[config.mk]
export PLATFORM = sky130hd
export DESIGN_NAME = usermem_arbiter
export DESIGN_NICKNAME = d
export VERILOG_FILES = /design/src/rtl/usermem_arbiter_pkg.sv /design/src/rtl/usermem_arbiter_rr_pick2.sv /design/src/rtl/usermem_arbiter.sv
export SDC_FILE = /design/constraint.sdc
export NUM_CORES = 1
export LEC_CHECK = 0
export ABC_CLOCK_PERIOD_IN_PS = 1900
export CORE_AREA = 5 5 82 54
export CTS_BUF_LIST = sky130_fd_sc_hd__clkbuf_8
export DETAILED_ROUTE_END_ITERATION = 10
export DIE_AREA = 0 0 87 59
export PLACE_DENSITY = 0.8
export SLEW_MARGIN = 20
export SYNTH_ARGS = -nofsm -noshare
export SYNTH_HDL_FRONTEND = slang
export SYNTH_SLANG_ARGS = --single-unit
[constraint.sdc]
create_clock -name clk -period 1.9 [get_ports clk]
set_input_delay 0.38 -clock clk [delete_from_list [all_inputs] [get_ports clk]]
set_output_delay 0.38 -clock clk [all_outputs]
set_load 0.005 [all_outputs]
[src/rtl/usermem_arbiter_pkg.sv]
// usermem_arbiter_pkg
// Shared definitions for the user-memory arbiter: requester identifiers,
// the default lock hold limit and the width of the hold counter.
// No ports (package).
package usermem_arbiter_pkg;

  localparam logic        REQ_CPU          = 1'b0;
  localparam logic        REQ_DMA          = 1'b1;
  localparam int unsigned MAX_HOLD_DEFAULT = 4;
  localparam int          HOLD_W           = 4;

endpackage

[src/rtl/usermem_arbiter_rr_pick2.sv]
// usermem_arbiter_rr_pick2
// Combinational two-way round-robin pick with a bounded lock.
// Ports:
//   req      in  [1:0]  request vector, bit 0 = CPU, bit 1 = DMA
//   lock     in  [1:0]  lock vector, same bit order
//   last     in  1      winner of the most recent grant
//   hold_cnt in  HOLD_W consecutive contested grants to the current owner
//   gnt_any  out 1      some requester wins this cycle
//   winner   out 1      id of the winning requester (valid when gnt_any)
module usermem_arbiter_rr_pick2
  import usermem_arbiter_pkg::*;
#(
  parameter int unsigned MAX_HOLD = MAX_HOLD_DEFAULT
) (
  input  logic [1:0]        req,
  input  logic [1:0]        lock,
  input  logic              last,
  input  logic [HOLD_W-1:0] hold_cnt,
  output logic              gnt_any,
  output logic              winner
);

  localparam logic [HOLD_W-1:0] HOLD_LIM = HOLD_W'(MAX_HOLD);

  always_comb begin
    gnt_any = req[0] | req[1];
    winner  = REQ_CPU;
    if (req == 2'b10) begin
      winner = REQ_DMA;
    end else if (req == 2'b11) begin
      // Contested: the previous owner keeps the memory only while it locks
      // and has not used up its hold budget; otherwise the other side wins.
      if (lock[last] && (hold_cnt < HOLD_LIM)) begin
        winner = last;
      end else begin
        winner = ~last;
      end
    end
  end

endmodule

[src/rtl/usermem_arbiter.sv]
// usermem_arbiter
// Shares a single-port registered user memory between the CPU control unit
// and a second master (DMA). Round-robin arbitration with a bounded lock,
// zero-latency grant, and a one-cycle registered read return tagged to the
// requester that issued the read.
// Ports:
//   clk, reset                      clock, synchronous active-high reset
//   cpu_req/rw/lock/addr/wdata      CPU request side (in)
//   cpu_gnt, cpu_rvalid, cpu_rdata  CPU response side (out)
//   dma_*                           second requester, same meaning
//   mem_en/rw/addr/wdata            memory command (out)
//   mem_rdata                       memory read data, one cycle after a read
module usermem_arbiter
  import usermem_arbiter_pkg::*;
#(
  parameter int          AW       = 8,
  parameter int          DW       = 8,
  parameter int unsigned MAX_HOLD = MAX_HOLD_DEFAULT
) (
  input  logic          clk,
  input  logic          reset,
  input  logic          cpu_req,
  input  logic          cpu_rw,
  input  logic          cpu_lock,
  input  logic [AW-1:0] cpu_addr,
  input  logic [DW-1:0] cpu_wdata,
  output logic          cpu_gnt,
  output logic          cpu_rvalid,
  output logic [DW-1:0] cpu_rdata,
  input  logic          dma_req,
  input  logic          dma_rw,
  input  logic          dma_lock,
  input  logic [AW-1:0] dma_addr,
  input  logic [DW-1:0] dma_wdata,
  output logic          dma_gnt,
  output logic          dma_rvalid,
  output logic [DW-1:0] dma_rdata,
  output logic          mem_en,
  output logic          mem_rw,
  output logic [AW-1:0] mem_addr,
  output logic [DW-1:0] mem_wdata,
  input  logic [DW-1:0] mem_rdata
);

  localparam logic [HOLD_W-1:0] HOLD_LIM = HOLD_W'(MAX_HOLD);

  logic              last_q, last_d;
  logic [HOLD_W-1:0] hold_cnt_q, hold_cnt_d;
  logic              rd_pend_q, rd_pend_d;
  logic              rd_owner_q, rd_owner_d;
  logic [DW-1:0]     cpu_rdata_q, cpu_rdata_d;
  logic [DW-1:0]     dma_rdata_q, dma_rdata_d;

  logic gnt_any;
  logic winner;
  logic grant;
  logic other_req;
  logic win_rw;

  usermem_arbiter_rr_pick2 #(
    .MAX_HOLD (MAX_HOLD)
  ) u_pick (
    .req      ({dma_req, cpu_req}),
    .lock     ({dma_lock, cpu_lock}),
    .last     (last_q),
    .hold_cnt (hold_cnt_q),
    .gnt_any  (gnt_any),
    .winner   (winner)
  );

  // Reset suppresses the grant so no access reaches the memory.
  assign grant     = gnt_any & ~reset;
  assign other_req = (winner == REQ_DMA) ? cpu_req : dma_req;
  assign win_rw    = (winner == REQ_DMA) ? dma_rw : cpu_rw;

  // Stage 0: grant and memory command, combinational from the requests.
  always_comb begin
    cpu_gnt   = grant & (winner == REQ_CPU);
    dma_gnt   = grant & (winner == REQ_DMA);
    mem_en    = grant;
    mem_rw    = 1'b0;
    mem_addr  = '0;
    mem_wdata = '0;
    if (grant) begin
      mem_rw    = win_rw;
      mem_addr  = (winner == REQ_DMA) ? dma_addr : cpu_addr;
      mem_wdata = (winner == REQ_DMA) ? dma_wdata : cpu_wdata;
    end
  end

  always_comb begin
    last_d     = last_q;
    hold_cnt_d = '0;
    rd_pend_d  = grant & ~win_rw;
    rd_owner_d = grant ? winner : rd_owner_q;
    if (grant) begin
      last_d = winner;
      // Count only grants that keep the same owner against a waiting rival;
      // an uncontested lock therefore never accumulates.
      if ((winner == last_q) && other_req) begin
        hold_cnt_d = (hold_cnt_q >= HOLD_LIM) ? HOLD_LIM : hold_cnt_q + 1'b1;
      end
    end
  end

  // Stage 1: read return; the owner sees mem_rdata directly and the
  // per-requester register keeps it afterwards.
  always_comb begin
    cpu_rdata_d = cpu_rdata_q;
    dma_rdata_d = dma_rdata_q;
    if (rd_pend_q && (rd_owner_q == REQ_CPU)) cpu_rdata_d = mem_rdata;
    if (rd_pend_q && (rd_owner_q == REQ_DMA)) dma_rdata_d = mem_rdata;
  end

  assign cpu_rvalid = ~reset & rd_pend_q & (rd_owner_q == REQ_CPU);
  assign dma_rvalid = ~reset & rd_pend_q & (rd_owner_q == REQ_DMA);
  assign cpu_rdata  = reset ? '0 : cpu_rdata_d;
  assign dma_rdata  = reset ? '0 : dma_rdata_d;

  always_ff @(posedge clk) begin
    if (reset) begin
      last_q      <= REQ_DMA;
      hold_cnt_q  <= '0;
      rd_pend_q   <= 1'b0;
      rd_owner_q  <= REQ_CPU;
      cpu_rdata_q <= '0;
      dma_rdata_q <= '0;
    end else begin
      last_q      <= last_d;
      hold_cnt_q  <= hold_cnt_d;
      rd_pend_q   <= rd_pend_d;
      rd_owner_q  <= rd_owner_d;
      cpu_rdata_q <= cpu_rdata_d;
      dma_rdata_q <= dma_rdata_d;
    end
  end

endmodule

==> flow_summary.toml, run 1 <==
[outcome]
run_status = "finished with violations"
violations = "negative setup slack"

[worst_hold_path]
hold_path_end = "hold_cnt_q[0]"
hp-class = "reg -> reg"
min_path_cells = 1
hold_path_startpoint = "hold_cnt_q[0]"

[synthesis]
synth_cell_type_count = 25
synth_edf_count = 0
netlist_area_mm2 = 0.00124
seq_area_frac_synth = 0.372
synthArstFlopShare = 0
synthFlopType = "dfxtp_1"
ys_warn_count = 0
syn_area_per_cell_um2 = 7.32
synth.net_count = 218
syn_inst = 169
synth-seq-cells = 23

[setup_path]
startpoint_type = "register"
arrival_ps = 1650
critPathCaptureType = "primary output"
crit_chain = "nor3b_4, buf_4, o221a_4, buf_12, o22ai_2, buf_2"
crit_fanout = 7
crit_required_ps = 1520
r2r-end = "last_q"
critPathSlowestCell = "dfxtp_4"
critPathMaxStageDelay_ps = 360
worstSetupPathType = "reg -> out"
rrSetupSlack_ps = 430
reg2reg_depth = 6
r2r-start = "hold_cnt_q[3]"

[cells_and_area]
diodes = 0
area_growth_pct = 104
nets = 327
drive_above_1_share = 0.347
fin_util = 0.712
mostFrequentLayoutCell = "clkdlybuf4s50_1"
final_cell_mix = "clkdlybuf4s50_1 (44), nand2_1 (42), inv_1 (20)"

[placement]
hpwlAfterDp_um = 3300
portBuffers = 85
routabilityCongestion = 0.772

[route]
drt_pass1_iterations = 4
avgViaCountPerCell = 4.78
first_iter_violations = 69
wl_um = 4950
drc = 0
ant_nets = 0
num_vias = 1550
post_drt_wl_per_cell_um = 15.3

[die]
core-area_mm2 = 0.00355
die_w_um = 87
num_rows = 17
ios = 86
start_util = 0.348
fp.dieH_um = 59
die_area_mm2 = 0.00513

[timing]
hold_viol_final = 0
fin_setup_tns_ps = -1960
report.final.slew_viol_count = 0
timing.final.crit_share = 1.07
fin_skew_ps = 10.6
fin_crit_ps = 2030
setup_ws_ps = -134
fmax_mhz = 492
setup_viol = 18
rsz0062_at_grt = "true"

[grt]
grt_pass1_vias = 1528
grt-ovfl-total = 0
antenna_found_initial = 0
grt_max_degree = 22
grt_pass1_wl_um = 7550
grt_use_total = 0.189

[clock_network]
numCtsBuffers = 3
clock_latency_ps = 270
cts_root_buf = "clkbuf_8"
cts_tree = "done"
clockBufferDepth = 2
clock-sinks = 23
cts_hold_buffers = 0
h-tree-depth = 1
clk_pin_slew_ps = 70

[power]
power.density_mw_per_mm2 = 502
leakage_uw = 0.00114
p_total_uw = 1270
peakVddDrop_mv = 0.290

[flow_run]
max-cap-violations = 0
[layer usage]
| metal | GRT usage | share of wire |
|---|---|---|
| met1 | 0.230 | 0.43 |
| met2 | 0.337 | 0.49 |
| met3 | 0.0431 | 0.063 |
| met4 | 0.0489 | 0.014 |
| met5 | 0 | 0 |
[repair_timing]
action	CTS	global route
buffers inserted	12	3
pin swaps	11	9
gates resized for setup	150	18
cloned	4	0
endpoints found under the setup margin	38	26
[power breakdown]
| part | leakage, uW | internal, uW | switching [uW] |
|---|---|---|---|
| Combinational | 0.000930 | 266 | 187 |
| Sequential | 0.000190 | 500 | 14.9 |
| Clock | 0.0000255 | 146 | 156 |
[registers in the layout (all words and copies together), names as in the netlist]
| signal | count |
|---|---|
| dma_rdata_q | 8 |
| rd_owner_q | 1 |
| cpu_rdata_q | 8 |
| last_q | 1 |
| rd_pend_q | 1 |
| hold_cnt_q | 4 |
[critical path: cells and delay by family (launching register included)]
family | cells | cell delay, ps
AO/OA/AOI/OAI | 2 | 330
buffers and inverters | 3 | 450
flip-flops | 1 | 360
AND/OR/NAND/NOR | 1 | 250
[synth_stat cells, drive strengths merged, types with 2 or more instances]
master	count	area (um^2)
nand2	43	161
dfxtp	23	460
inv	21	78.8
o22ai	18	113
a21oi	17	85.1
nand3	8	40.0
nor2	8	30.0
buf	6	47.5
clkbuf	5	18.8
nand2b	3	18.8
nor2b	3	18.8
and2b	2	15.0
o21bai	2	15.0
o221ai	2	35.0
[area by class of cell]
cell class / instances / area, um^2
clock buffers: 3 / 41.3
fillers: 276 / 1020
well taps: 47 / 58.8
repair buffers: 115 / 1050
inverters: 21 / 78.8
multi-input cells: 114 / 818
clock inverters: 1 / 5.00
flip-flops and latches: 23 / 477
[per-stage QoR]
step / setup slack (ps) / area [um^2] / cells / hold WS, ps
after floorplan: 389 / 1240 / 169 / 399
after global placement: -598 / 2230 / 307 / 414
after CTS: -135 / 2520 / 324 / 444
after global routing: -198 / 2530 / 324 / 466
final: -134 / 2530 / 324 / 446
after detailed placement: -642 / 2230 / 307 / 426
[cell families after synthesis]
logic type,after synthesis,synth area share
adder cells (fa/ha/maj),1,0.0101
flip-flops,23,0.372
multiplexers,1,0.00910
AO/OA/AOI/OAI,40,0.209
AND/OR/NAND/NOR,71,0.279
buffers and inverters,32,0.117
other,1,0.00303
[how the worst max path moves through the flow]
stage	start	end
after floorplan	cpu_lock	mem_addr[5]
after global placement	cpu_lock	mem_addr[7]
after detailed placement	cpu_lock	mem_wdata[6]
after CTS	hold_cnt_q[2]	mem_addr[2]
after global routing	hold_cnt_q[3]	mem_addr[4]
final	hold_cnt_q[3]	mem_wdata[5]
Power figures use the tool's default switching activity.
==> inputs of run 2 (changes only) <==
- SETUP_SLACK_MARGIN: not set -> 0.2
==> flow_summary.toml, run 2 (synthesis gave the netlist of run 1 again) <==
[clock_network]
clock-sinks = 23
cts_root_buf = "clkbuf_8"
cts_tree = "done"
numCtsBuffers = 3
clockBufferDepth = 2
clock_latency_ps = 280
h-tree-depth = 1
cts_hold_buffers = 0
clk_pin_slew_ps = 90

[cells_and_area]
drive_above_1_share = 0.515
mostFrequentLayoutCell = "clkdlybuf4s50_1"
area_growth_pct = 134
diodes = 0
fillers = 189
largestRegisters = "cpu_rdata_q x8, dma_rdata_q x8, hold_cnt_q x4"
fin_cells = 350
nets = 353
final_cell_mix = "clkdlybuf4s50_1 (36), buf_2 (35), buf_4 (28)"

[power]
seq_power_share = 0.371
peakVddDrop_mv = 0.484
leakage_uw = 0.00137
power.density_mw_per_mm2 = 482
power.share.switching = 0.304
power.internal_uw = 971
comb_power_share = 0.398
switchingPower_uw = 425
clkPwrFrac = 0.231
p_total_uw = 1400

[timing]
fmax_mhz = 466
setup_ws_ps = -245
hold_viol_final = 0
worst_hold_slack_ps = 426
timing.final.crit_share = 1.13
report.final.slew_viol_count = 0
rsz0062_at_grt = "true"
setup_viol = 18
fin_crit_ps = 2150
fin_skew_ps = 9.31

[die]
core-area_mm2 = 0.00355
die_area_mm2 = 0.00513
start_util = 0.348
ios = 86
die_w_um = 87
num_rows = 17
fp.dieH_um = 59

[route]
num_vias = 1804
wl_um = 6630
first_iter_violations = 77
avgViaCountPerCell = 5.15
drc = 0
drt_pass1_iterations = 5
ant_nets = 0
post_drt_wl_per_cell_um = 18.9

[setup_path]
reg2reg_depth = 6
arrival_ps = 1770
worstSetupPathType = "reg -> out"
rrSetupSlack_ps = 490
critPathCaptureType = "primary output"
crit_fanout = 7
r2r-end = "rd_pend_q"
r2r-start = "hold_cnt_q[3]"
setup.worst_path.start = "hold_cnt_q[3]"
startpoint_type = "register"
crit_end = "mem_addr[4]"
crit_required_ps = 1520

[grt]
grt_pass1_vias = 1728
grt-ovfl-total = 0
grt_pass1_wl_um = 8600
grt_max_degree = 14
antenna_found_initial = 0
grt_use_total = 0.215

[placement]
dp.cells = 307
routabilityCongestion = 0.772
hpwlAfterDp_um = 3300
place_worst_setup_slack_ps = -642
portBuffers = 85

[outcome]
violations = "negative setup slack"
run_status = "finished with violations"

[worst_hold_path]
hp-class = "in -> reg"

[flow_run]
max-cap-violations = 0
-- run 2: layer usage --
layer	global-route usage	share of wire
met1	0.253	0.40
met2	0.408	0.51
met3	0.0417	0.059
met4	0.0400	0.034
met5	0	0
-- run 2: worst min-delay path by stage --
stage,cells after the start,slack [ps],start,endpoint
2_1_floorplan,1,400,hold_cnt_q[0],hold_cnt_q[0]
3_3_place_gp,1,410,hold_cnt_q[0],hold_cnt_q[0]
3_5_place_dp,1,430,hold_cnt_q[0],hold_cnt_q[0]
4_1_cts,1,440,hold_cnt_q[0],hold_cnt_q[0]
5_1_grt,3,430,mem_rdata[3],cpu_rdata_q[3]
6_report,3,430,mem_rdata[3],cpu_rdata_q[3]
-- run 2: critical path, stage by stage (launching register included) --
cell and delay (ps):
dfxtp_4 360, or2_1 250, o221a_4 230, buf_6 120
buf_12 130, buf_6 120, o22ai_1 140, buf_2 140
-- run 2: area by class of cell --
class / count / area (um^2) / area share
Clock buffer: 3 / 41.3 / 0.0142
Clock inverter: 1 / 5.00 / 0.00173
Inverter: 21 / 78.8 / 0.0272
Multi-Input combinational cell: 115 / 948 / 0.327
Sequential cell: 23 / 477 / 0.164
Tap cell: 47 / 58.8 / 0.0203
Timing Repair Buffer: 140 / 1290 / 0.445
-- run 2: repair_timing --
item                                    in CTS  in global routing
buffers inserted                            27                  8
gates cloned                                 3                  1
pin swaps                                   27                 25
endpoints found under the setup margin      38                 36
resized for setup                          220                 39
-- run 2: per-stage QoR --
stage          setup TNS (ps)  utilization  area [um^2]
2_1_floorplan               0            -         1240
3_3_place_gp           -15620        0.629         2230
3_5_place_dp           -16470        0.629         2230
4_1_cts                 -2280        0.761         2700
5_1_grt                 -4360        0.816         2900
6_report                -2920        0.816         2900
-- run 2: power by group through the flow --
stage | Sequential (uW) | Clock, uW | Combinational (uW)
2_1_floorplan | 519 | 0 | 137
3_3_place_gp | 525 | 0 | 370
3_5_place_dp | 525 | 0 | 375
4_1_cts | 518 | 308 | 482
5_1_grt | 519 | 346 | 585
6_report | 518 | 323 | 556
==> inputs of run 3 (changes only) <==
- SETUP_SLACK_MARGIN: 0.2 -> not set
==> results of run 3 <==
The final DEF is identical to that of run 1; final timing and power are the same.
